## src/rtl/fpu_lzc48.sv

```systemverilog
// fpu_lzc48: registered 48-bit leading-zero counter with valid tagging.
// Define FPU_LZC_NORM_EN to add the registered normalized output norm_out.
module fpu_lzc48 #(
    parameter int WIDTH = 48,
    parameter int CW    = 6
) (
    input  logic             clk,
    input  logic             rst_n,
    input  logic             in_valid,
    input  logic [WIDTH-1:0] data_in,
    output logic             out_valid,
    output logic [CW-1:0]    count,
    output logic             zero
`ifdef FPU_LZC_NORM_EN
    ,
    output logic [WIDTH-1:0] norm_out
`endif
);

    localparam int PW_RAW = 1 << $clog2(WIDTH);
    localparam int PW     = (PW_RAW < 4) ? 4 : PW_RAW;
    localparam int NN     = PW / 4;
    localparam int LV     = $clog2(NN);
    localparam int TW     = $clog2(PW) + 1;

    // Node 0 is the most significant nibble; each merge pairs hi=2j, lo=2j+1.
    // An all-zero node reports its full size so merges need no extra flag.
    function automatic logic [TW-1:0] tree_lzc(input logic [PW-1:0] x);
        logic [TW-1:0] c [NN];
        logic          v [NN];
        logic [3:0]    nib;
        for (int n = 0; n < NN; n++) begin
            nib  = x[PW-1-4*n -: 4];
            v[n] = |nib;
            casez (nib)
                4'b1???: c[n] = TW'(0);
                4'b01??: c[n] = TW'(1);
                4'b001?: c[n] = TW'(2);
                4'b0001: c[n] = TW'(3);
                default: c[n] = TW'(4);
            endcase
        end
        for (int l = 0; l < LV; l++) begin
            for (int j = 0; j < (NN >> (l + 1)); j++) begin
                c[j] = v[2*j] ? c[2*j] : (c[2*j+1] + TW'(4 << l));
                v[j] = v[2*j] | v[2*j+1];
            end
        end
        return c[0];
    endfunction

    logic [PW-1:0]    padded;
    logic [TW-1:0]    tree_cnt;
    logic             zero_d;
    logic [CW-1:0]    count_d;

    // Ones below the LSB stop the scan at WIDTH without touching real counts.
    always_comb begin
        padded                 = '1;
        padded[PW-1 -: WIDTH]  = data_in;
        tree_cnt               = tree_lzc(padded);
        zero_d                 = ~|data_in;
        count_d                = zero_d ? CW'(WIDTH) : CW'(tree_cnt);
    end

`ifdef FPU_LZC_NORM_EN
    logic [WIDTH-1:0] norm_d;

    always_comb begin
        norm_d = data_in << count_d;
    end
`endif

    always_ff @(posedge clk) begin
        if (!rst_n) begin
            out_valid <= 1'b0;
            count     <= '0;
            zero      <= 1'b0;
`ifdef FPU_LZC_NORM_EN
            norm_out  <= '0;
`endif
        end else begin
            out_valid <= in_valid;
            if (in_valid) begin
                count    <= count_d;
                zero     <= zero_d;
`ifdef FPU_LZC_NORM_EN
                norm_out <= norm_d;
`endif
            end
        end
    end

endmodule

```

## config.mk

```make
export PLATFORM = sky130hd
export DESIGN_NAME = fpu_lzc48
export DESIGN_NICKNAME = d
export VERILOG_FILES = /design/src/rtl/fpu_lzc48.sv
export SDC_FILE = /design/constraint.sdc
export NUM_CORES = 1
export LEC_CHECK = 0
export ABC_CLOCK_PERIOD_IN_PS = 3200
export CAP_MARGIN = 25
export CORE_UTILIZATION = 37
export DETAILED_ROUTE_END_ITERATION = 10
export PLACE_DENSITY_LB_ADDON = 0.12
export SYNTH_ARGS = -nofsm -noshare
export SYNTH_HDL_FRONTEND = slang
export SYNTH_SLANG_ARGS = --single-unit
export TNS_END_PERCENT = 5
```

## constraint.sdc

```tcl
create_clock -name clk -period 3.2 [get_ports clk]
set_clock_uncertainty 0.2 [all_clocks]
set_input_delay 0.64 -clock clk [delete_from_list [all_inputs] [get_ports clk]]
set_output_delay 0.64 -clock clk [all_outputs]
set_load 0.005 [all_outputs]
```

==> impl.org <==
** Logic synthesis
- A synthesized cell averages 6.94 um^2.
- Synth Area in Adders :: 0%
- The portion of synthesized area spent on multiplexers is 1.18%.
- Sequential-to-total area share from yosys stat :: 18.9%
- In this run the cell area of the synthesized design comes to 847 um^2.
- Yosys synthesis warning count :: 0
- Synthesis inferred 8 register bits.
- After synthesis, the largest family of logic cells by area is simple AND/OR/NAND/NOR gates.
- The synthesized netlist devotes 41.9% of its cell area to simple gates.
- Area fraction in compound gates after synthesis :: 31.3%
- Synthesized Nets :: 173
- Synth cell types :: 36
- Cells after Synth :: 122
- Share of the synthesized netlist area taken by xor and xnor gates :: 0%

** STA
- Setup repair after global routing left no endpoint under its margin.
- Highest attainable clock frequency :: 378 MHz
- Slew at the pin closest to its max-slew limit :: 496 ps
- Of the available clock period, the critical path in the final layout requires 82.6%.
- Max-slew violation count :: 0
- The final count of hold timing violations came to 0.
- Final count of negative-setup-slack endpoints :: 0
- Time the final worst path needs with I/O delays and setup :: 2640 ps
- Measured against its own limit, the worst slew margin works out to 66.7%.
- Adding up every negative setup slack in the final design gives 0 ps.

** Finish
- Leaving out fill and tap cells, the most frequent cell in the layout is sky130_fd_sc_hd__clkdlybuf4s50_1.
- Count of filler cells inserted in the layout :: 180
- Nets :: 235
- The area growth from synthesis to layout is 74.3%.
- N_diodes :: 0
- In the layout the commonest cells are 58 x sky130_fd_sc_hd__clkdlybuf4s50_1, 18 x sky130_fd_sc_hd__nor2_1, 13 x sky130_fd_sc_hd__a21oi_1.
- Final standard cell count with taps included and fillers excluded :: 209
- Of the cells placed in the final design, the portion with a size suffix greater than 1 is 6.59%.

** GRT
- The first global-routing pass estimated 4.17 mm of wire.
- Largest net degree at the start of global routing :: 10
- Routing usage on met3 :: 5.56%
- Global-route track usage on met1 :: 21.4%
- Antenna violations before repair :: 0
- Global Route Usage Sum :: 21.1%
- The global routing stage identified its most utilized layer as met2.
- Summed over all layers, the global routing overflow is 0.
- Met2 routing resource usage after global routing :: 41.0%
- Vias in the first global route :: 1104

** Detailed routing
- Number of vias after detailed routing :: 1132
- After detailed routing, the average wire length per cell comes to 11.9 um.
- The detail route stage leaves a number of antenna-violating nets equal to 0.
- First-pass detailed-route iteration total :: 4
- For this run, design rule violations remaining after detail routing come to 0.
- After the first detailed-routing iteration, the DRC count stood at 20.
- Average via count per standard cell :: 5.42
- Wires add up to 2.48 mm.

** Critical path
- Critical Path Fanout Max :: 6
- Length in cells of the worst reg-to-reg path :: 4
- Crit Reg-Reg Startpoint :: count[0]
- Required arrival time at the worst endpoint :: 3150 ps
- The worst setup path is captured at a flop.
- Data on the critical path arrives at its endpoint at 2590 ps.
- STA classifies the critical path startpoint as an input pin.
- By startpoint and endpoint, the worst setup path is classified as in2reg.
- R2R setup slack :: 1960 ps
- In this run the critical register-to-register path is captured at count[0].

** Power and ir drop
- Leakage power of the design :: 0.531 nW
- Peak VDD IR :: 171 uV
- Power per unit of standard cell area :: 199 nW/um^2

** Min path
- The min-delay analysis places its worst path in the category reg2reg.
- The path with the worst hold slack has its endpoint at count[4].
- The worst hold path passes through 2 cells.
- Worst hold start :: count[4]

** Place
- Routability-driven placement finished with a final weighted congestion of 0.811.
- PortBufs :: 58
- Detailed placement finished with a half-perimeter wire length of 2.18 mm.
- After detailed placement, the design holds a cell count of 206.

** Die
- Area of the core :: 2060 um^2
- Pin placement for this block handled 59 I/O pins.
- For this configuration, the core starts out at a cell density of 41.1%.
- The floorplan step defined a die boundary enclosing 2480 um^2.
- In this run the core area contains 16 standard-cell rows.
- The die is 49.8 um tall.
- The die is 49.8 um wide.

** Clock tree
- The cell sitting at the root of the clock tree is a sky130_fd_sc_hd__clkbuf_4.
- Clock-pin slew was measured on the worst setup and hold paths at 60 ps.
- Worst-skew pair later-pin latency :: 250 ps
- Buffers inserted to repair hold after CTS numbered 0.
- In this run, post-CTS repair resized a total of 0 instances.
- CTS built an H-tree with a depth of 1.
- Maximum number of buffers from clock root to sink :: 2
- Post-CTS setup buffer count :: 0
- Clock sink total :: 8
- Number of buffers created by CTS :: 3
- CTS tree :: built

** Status
- The flow ran to the end, and the final reports show no timing, DRC or antenna violations.

** Job
- The tool flagged a number of max-cap violations equal to 0.
==> flip-flops by register name, summed over array words and instances (netlist names) <==
name	count
count	6
out_valid	1
zero	1
==> worst max-delay path by stage <==
| stage | start | to | slack, ps | cells after the start |
|---|---|---|---|---|
| finish | data_in[39] | count[1] | 560 | 6 |
| detailed placement | data_in[39] | count[1] | 280 | 6 |
| global placement | data_in[31] | count[0] | 320 | 7 |
| CTS | data_in[39] | count[1] | 550 | 6 |
| floorplan | data_in[39] | count[1] | 850 | 6 |
| global route | data_in[39] | count[2] | 470 | 6 |
==> worst max-delay path: stages <==
cell                              delay, ps
sky130_fd_sc_hd__clkdlybuf4s50_1        440
sky130_fd_sc_hd__or4_4                  550
sky130_fd_sc_hd__or2_1                  350
sky130_fd_sc_hd__a311oi_2               300
sky130_fd_sc_hd__o21ai_1                100
sky130_fd_sc_hd__a32o_1                 220
==> final cells by class <==
cell class | instances | area (um^2) | area share [%]
multi-input combinational | 101 | 631 | 42.7
clock buffer | 3 | 22.5 | 1.53
inverter | 11 | 41.3 | 2.80
tap | 27 | 33.8 | 2.29
timing repair buffer | 59 | 588 | 39.8
sequential | 8 | 160 | 10.8
==> synthesized netlist by cell type <==
master,n,share of area (%)
sky130_fd_sc_hd__nor3_1,6,3.5
sky130_fd_sc_hd__o31a_1,1,1.0
sky130_fd_sc_hd__nor2_1,18,8.0
sky130_fd_sc_hd__a32o_1,2,2.4
sky130_fd_sc_hd__a21boi_0,2,1.8
sky130_fd_sc_hd__or4_4,1,1.3
sky130_fd_sc_hd__or2_1,1,0.74
sky130_fd_sc_hd__o21ai_1,1,0.59
sky130_fd_sc_hd__o21bai_1,1,0.89
sky130_fd_sc_hd__o31ai_1,3,2.7
sky130_fd_sc_hd__a2111oi_4,1,3.3
sky130_fd_sc_hd__mux2i_1,1,1.2
sky130_fd_sc_hd__nand4b_1,1,1.0
sky130_fd_sc_hd__a311oi_2,1,1.8
sky130_fd_sc_hd__nand3_2,1,1.2
sky130_fd_sc_hd__o21ai_0,7,4.1
sky130_fd_sc_hd__nor2b_1,5,3.7
sky130_fd_sc_hd__o221a_1,1,1.3
sky130_fd_sc_hd__clkbuf_1,1,0.44
sky130_fd_sc_hd__nor3_4,1,1.9
sky130_fd_sc_hd__a21o_1,1,0.89
sky130_fd_sc_hd__a22o_1,1,1.0
sky130_fd_sc_hd__nor3_2,1,1.2
sky130_fd_sc_hd__dfxtp_1,8,19
sky130_fd_sc_hd__or2_4,1,1.0
sky130_fd_sc_hd__nand2_1,5,2.2
sky130_fd_sc_hd__a2111oi_0,1,1.0
sky130_fd_sc_hd__nand2b_1,4,3.0
sky130_fd_sc_hd__o211ai_1,1,0.89
sky130_fd_sc_hd__or4_1,2,1.8
sky130_fd_sc_hd__a21oi_1,13,7.7
sky130_fd_sc_hd__inv_1,11,4.9
sky130_fd_sc_hd__buf_6,1,1.3
sky130_fd_sc_hd__and2_2,1,0.89
sky130_fd_sc_hd__nand3_1,4,2.4
sky130_fd_sc_hd__nor4_1,11,8.1
==> metal layers <==
metal,up-vias,share of wire [%]
met5,-,0
met3,2,4.9
met4,0,0.16
li1,582,-
met2,36,54
met1,512,41
==> kinds of logic (layout without fill, tap and decap cells) <==
family | count (synthesis) | after routing
simple gates | 63 | 63
compound gates | 37 | 37
buf+inv | 13 | 73
flops | 8 | 8
mux | 1 | 1
==> power breakdown <==
part / switching [mW] / total, mW / internal (mW) / leakage, nW
logic: 0.0419 / 0.115 / 0.0734 / 0.452
clock network: 0.0329 / 0.0757 / 0.0428 / 0.0138
registers: 0.000947 / 0.103 / 0.102 / 0.0650
total: 0.0757 / 0.294 / 0.218 / 0.531
==> through the flow <==
stage / utilization (%) / total power [mW] / hold WS, ps / worst slack [ps] / cell area [um^2]
floorplan: - / 0.134 / 251 / 848 / 847
global placement: 70.5 / 0.216 / 254 / 324 / 1450
detailed placement: 70.5 / 0.220 / 257 / 284 / 1450
CTS: 71.6 / 0.294 / 270 / 547 / 1480
global route: 71.6 / 0.312 / 293 / 466 / 1480
finish: 71.6 / 0.294 / 282 / 557 / 1480
No activity file was read; power rests on OpenSTA's default activity.
==> patch 1 (config.mk and constraints unchanged) <==
`WIDTH`: 48 -> 56.
--- a/src/rtl/fpu_lzc48.sv
+++ b/src/rtl/fpu_lzc48.sv
@@ -1,7 +1,7 @@
 // fpu_lzc48: registered 48-bit leading-zero counter with valid tagging.
 // Define FPU_LZC_NORM_EN to add the registered normalized output norm_out.
 module fpu_lzc48 #(
-    parameter int WIDTH = 48,
+    parameter int WIDTH = 56,
     parameter int CW    = 6
 ) (
     input  logic             clk,
Ports: changed (resized data_in); port bits go from 59 to 67. No check against the original RTL was run, so the function may have changed too.
==> patch 1 against the unedited design <==
Design area up 16%; synthesized area increased by 17%; sequential cell count is the same; combinational power grew 20%; routed wire length rose by 25%; power up 9.2%; worst setup slack gained 0.033 ns; die area rose by 17%; critical path type unchanged; highest routed layer unchanged.
==> patch 1: results (changes against the unedited design) <==
Status
  • Outcome: complete, no violations

Yosys
  • Synth top cells by count: nor2_1 (18), a21oi_1 (15), inv_1 (12), dfxtp_1 (8), nor2b_1 (8)
  • Synth area leaders: dfxtp_1 (16%), a21oi_1 (7.5%), nor2_1 (6.8%), nor2b_1 (5.0%), nor4_2 (5.0%)
  • Synth Instances: 137 (+12%)
  • Number of synthesized flops with an enable pin: 0 (unchanged)
  • Ys Warns: 0 (unchanged)
  • Synth async-reset ratio: 0 (unchanged)
  • Yosys cell types: 38 (+5.6%)
  • Synth Flop Type: dfxtp_1
  • Sequential fraction of the synthesis area: 0.1610 (-0.02806)
  • Synthesized Nets: 196 (+13%)

Route
  • Drt initial violations: 39 (+95%)
  • Drt wl/cell: 13.09 µm (+10%)
  • DR pass1 iterations: 4 (unchanged)
  • DR vias/cell: 5.559 (+2.6%)

Global route
  • Initial antenna violation count: 0 (unchanged)
  • Via count of the first global-routing pass: 1083 (-1.9%)
  • Global-route wire length before repair: 4367 µm (+4.8%)
  • GRT Overall Usage: 0.2030 (-0.008134)
  • Largest net degree at the start of global routing: 7 (-3)

Place
  • Placer Congestion: 0.8307 (+2.4%)
  • DP HPWL: 2596 µm (+19%)
  • Placed cell count: 233 (+13%)
  • Place WS: 0.3191 ns (+0.03550 ns)
  • PortBufs: 66 (+14%)
  • Post-Place Cell Area: 1689 µm² (+16%)

Final layout
  • Regs by FF count: count (6), out_valid (1), zero (1)
  • Nets: 267 (+14%)
  • Final Non-Filler Cells: 236 (+13%)
  • Number of diodes: 0 (unchanged)
  • Layout cells sized above 1: 0.09709 (+0.03115)

Setup path
  • Reg2reg path depth: 3 (-1)
  • Reg2Reg Setup Slack: 2.05 ns (+0.09 ns)
  • Worst-path maximum fanout: 5 (-1)
  • Worst EP arrival: 2.56 ns (-0.03 ns)
  • Delay-heaviest family, CP: simple AND/OR/NAND/NOR gates
  • Crit-path slowest cell: or4_1
  • Reg2reg end: count[0]
  • Worst R2R Start: count[0]

Clock tree
  • Cts repair resizes: 0 (unchanged)
  • Skew-Pair Late Insertion Delay: 0.25 ns (about the same)
  • Worst-path clk slew: 0.06 ns (about the same)
  • CTS Buf Count: 3 (unchanged)
  • Post-CTS Setup Bufs: 0 (unchanged)
  • Root Driver: clkbuf_4
  • CTS H-tree depth: 1 (unchanged)

Power and ir drop
  • VDD IR max: 0.0001773 V (+3.7%)
  • Pleak: 0.0006539 µW (+23%)

Hold path
  • Hold path cells: 1 (-1)
  • Min-delay src: count[2]
  • Hold endpoint: count[2]
  • HP Class: reg -> reg

STA
  • Hold slack: 0.2869 ns (+0.004880 ns)
  • Slew @ Worst Pin: 0.5108 ns (+0.01525 ns)
patch 1: changes by cell type after synthesis, sizes merged, moves of 3 or more:
cell / before / now
nor2: 18 / 21
nand2b: 4 / 0
a31oi: 0 / 3
o21bai: 1 / 4
or4: 3 / 6
nor2b: 5 / 8
patch 1: where the power goes:
group          internal (µW)  leakage, µW  switching (µW)
clock                   43.1    0.0000138            36.6
combinational           86.8     0.000575            51.2
sequential               102    0.0000650            1.20
total                    232     0.000654            89.1
patch 1: final cells by class:
cell class	instances	area (µm²)
clock buffer	3	22.52
fill	226	788.3
inverter	12	45.04
multi-input combinational	116	778.2
sequential	8	160.2
tap	30	37.54
timing repair buffer	67	668.1
patch 1: routing by layer:
metal	wire (µm)	up-vias	track usage
li1	-	670	-
met1	1458	590	0.2692
met2	1400	49	0.3498
met3	207	3	0.01412
met4	25	0	0.05263
met5	0	-	0
patch 1: worst reg2reg max path, cell delays in order (launching register included):
cell	delay, ns
dfxtp_1	0.32
a21oi_1	0.17
o2111ai_1	0.16
and3_1	0.19
patch 1: cells by family (layout without fill, tap and decap cells):
group           after synthesis  count (layout)  share of synthesized area
compound gates               43              43                     0.2830
buf+inv                      13              82                    0.05660
simple gates                 70              70                     0.4692
mux                           3               3                    0.03019
flops                         8               8                     0.1610
patch 1: how the worst max path moves through the flow:
stage / from / to / slack (ns) / cells after the start
final: data_in[47] / count[0] / 0.59 / 7
after global routing: data_in[47] / count[0] / 0.49 / 7
after CTS: data_in[47] / count[0] / 0.59 / 7
after detailed placement: data_in[47] / count[0] / 0.32 / 7
after global placement: data_in[47] / count[0] / 0.38 / 7
after floorplan: data_in[47] / count[0] / 0.86 / 6
==> patch 2 (config.mk and constraints unchanged) <==
Without the edit above. Register the input `in_valid` before use. The logic sees it one clock later. The other inputs are not delayed to match.
--- a/src/rtl/fpu_lzc48.sv
+++ b/src/rtl/fpu_lzc48.sv
@@ -22,6 +22,12 @@
     localparam int NN     = PW / 4;
     localparam int LV     = $clog2(NN);
     localparam int TW     = $clog2(PW) + 1;
+
+    logic in_valid_q;
+
+    always_ff @(posedge clk) begin
+        in_valid_q <= in_valid;
+    end
 
     // Node 0 is the most significant nibble; each merge pairs hi=2j, lo=2j+1.
     // An all-zero node reports its full size so merges need no extra flag.
@@ -80,8 +86,8 @@
             norm_out  <= '0;
 `endif
         end else begin
-            out_valid <= in_valid;
-            if (in_valid) begin
+            out_valid <= in_valid_q;
+            if (in_valid_q) begin
                 count    <= count_d;
                 zero     <= zero_d;
 `ifdef FPU_LZC_NORM_EN
Function: changed (a bounded check fails within 4 cycles, from zero or initial values and one cycle with rst_n low).
==> patch 2 against the unedited design <==
Register-to-register slack got worse by 0.45 ns; design area rose by 5.6%; utilization fell by 3.1 points; routed wire length grew 14%; critical path type unchanged; worst setup slack better by 0.096 ns; synthesized area is 8.3% higher; sequential cell count up 1; power increased by 12%.
==> patch 2: results (changes against the unedited design) <==
Status
  • Outcome: complete, no violations

Global route
  • GRT Overall Usage: 0.2196 (+0.008404)
  • Met3 usage in global routing: 0.04386 (-0.01170)
  • Met1 Usage GRT: 0.2240 (+0.01023)
  • Via count of the first global-routing pass: 1124 (+1.8%)
  • Largest net degree at the start of global routing: 9 (-1)

Power and ir drop
  • VDD IR max: 0.0001908 V (+12%)
  • Pleak: 0.0005269 µW (-0.80%)

Setup path
  • Crit-path slowest cell: clkdlybuf4s50_1
  • Crit path largest cell delay: 0.47 ns (-0.08 ns)
  • Reg2Reg Setup Slack: 1.51 ns (-0.45 ns)
  • Critical Path Sink: count[0]
  • Worst-path maximum fanout: 5 (-1)

Yosys
  • Synth top cells by count: nor2_1 (22), a21oi_1 (14), o21ai_0 (12), inv_1 (10)
  • Sequential fraction of the synthesis area: 0.1965 (+0.007384)
  • FF+latch count, synth: 9 (+1)

Final layout
  • Buffers excl. clock: 58 (-1.7%)
  • Clkbuf count: 4 (+1)
  • Clock Network Area Fraction: 0.01685 (+0.001600)
  • FILL cells: 209 (+16%)
  • Multi-input logic area: 699.4 µm² (+11%)
  • Signal buf overhead: 0.3724 (-0.02591)

Place
  • Placer Congestion: 0.8277 (+2.0%)

Route
  • Drt initial violations: 16 (-20%)
  • WL final: 2819 µm (+14%)
patch 2: stage by stage:
| step | area (µm²) | std cells | setup WS, ns |
|---|---|---|---|
| after floorplan | 917.1 | 128 | 1.089 |
| after global placement | 1533 | 214 | 0.5098 |
| after detailed placement | 1533 | 214 | 0.4223 |
| after CTS | 1559 | 218 | 0.6725 |
| after global routing | 1559 | 218 | 0.5778 |
| final | 1559 | 218 | 0.6536 |
patch 2: metal layers:
layer | share of wire | up-vias
met2 | 0.53 | 46
met5 | 0 | -
li1 | - | 611
met4 | 0.016 | 0
met3 | 0.057 | 6
met1 | 0.39 | 553
patch 2: report_power, final:
part / total (µW) / switching, µW / internal, µW
Clock: 86.1 / 38.2 / 48.0
Sequential: 117 / 2.04 / 115
Combinational: 126 / 50.7 / 75.5
Total: 329 / 90.9 / 239
patch 2: kinds of logic after synthesis:
kind of cell | synth area share
DFF | 0.1964
and+or+nand+nor | 0.4338
AOI/OAI and AO/OA | 0.3288
buffers and inverters | 0.04093
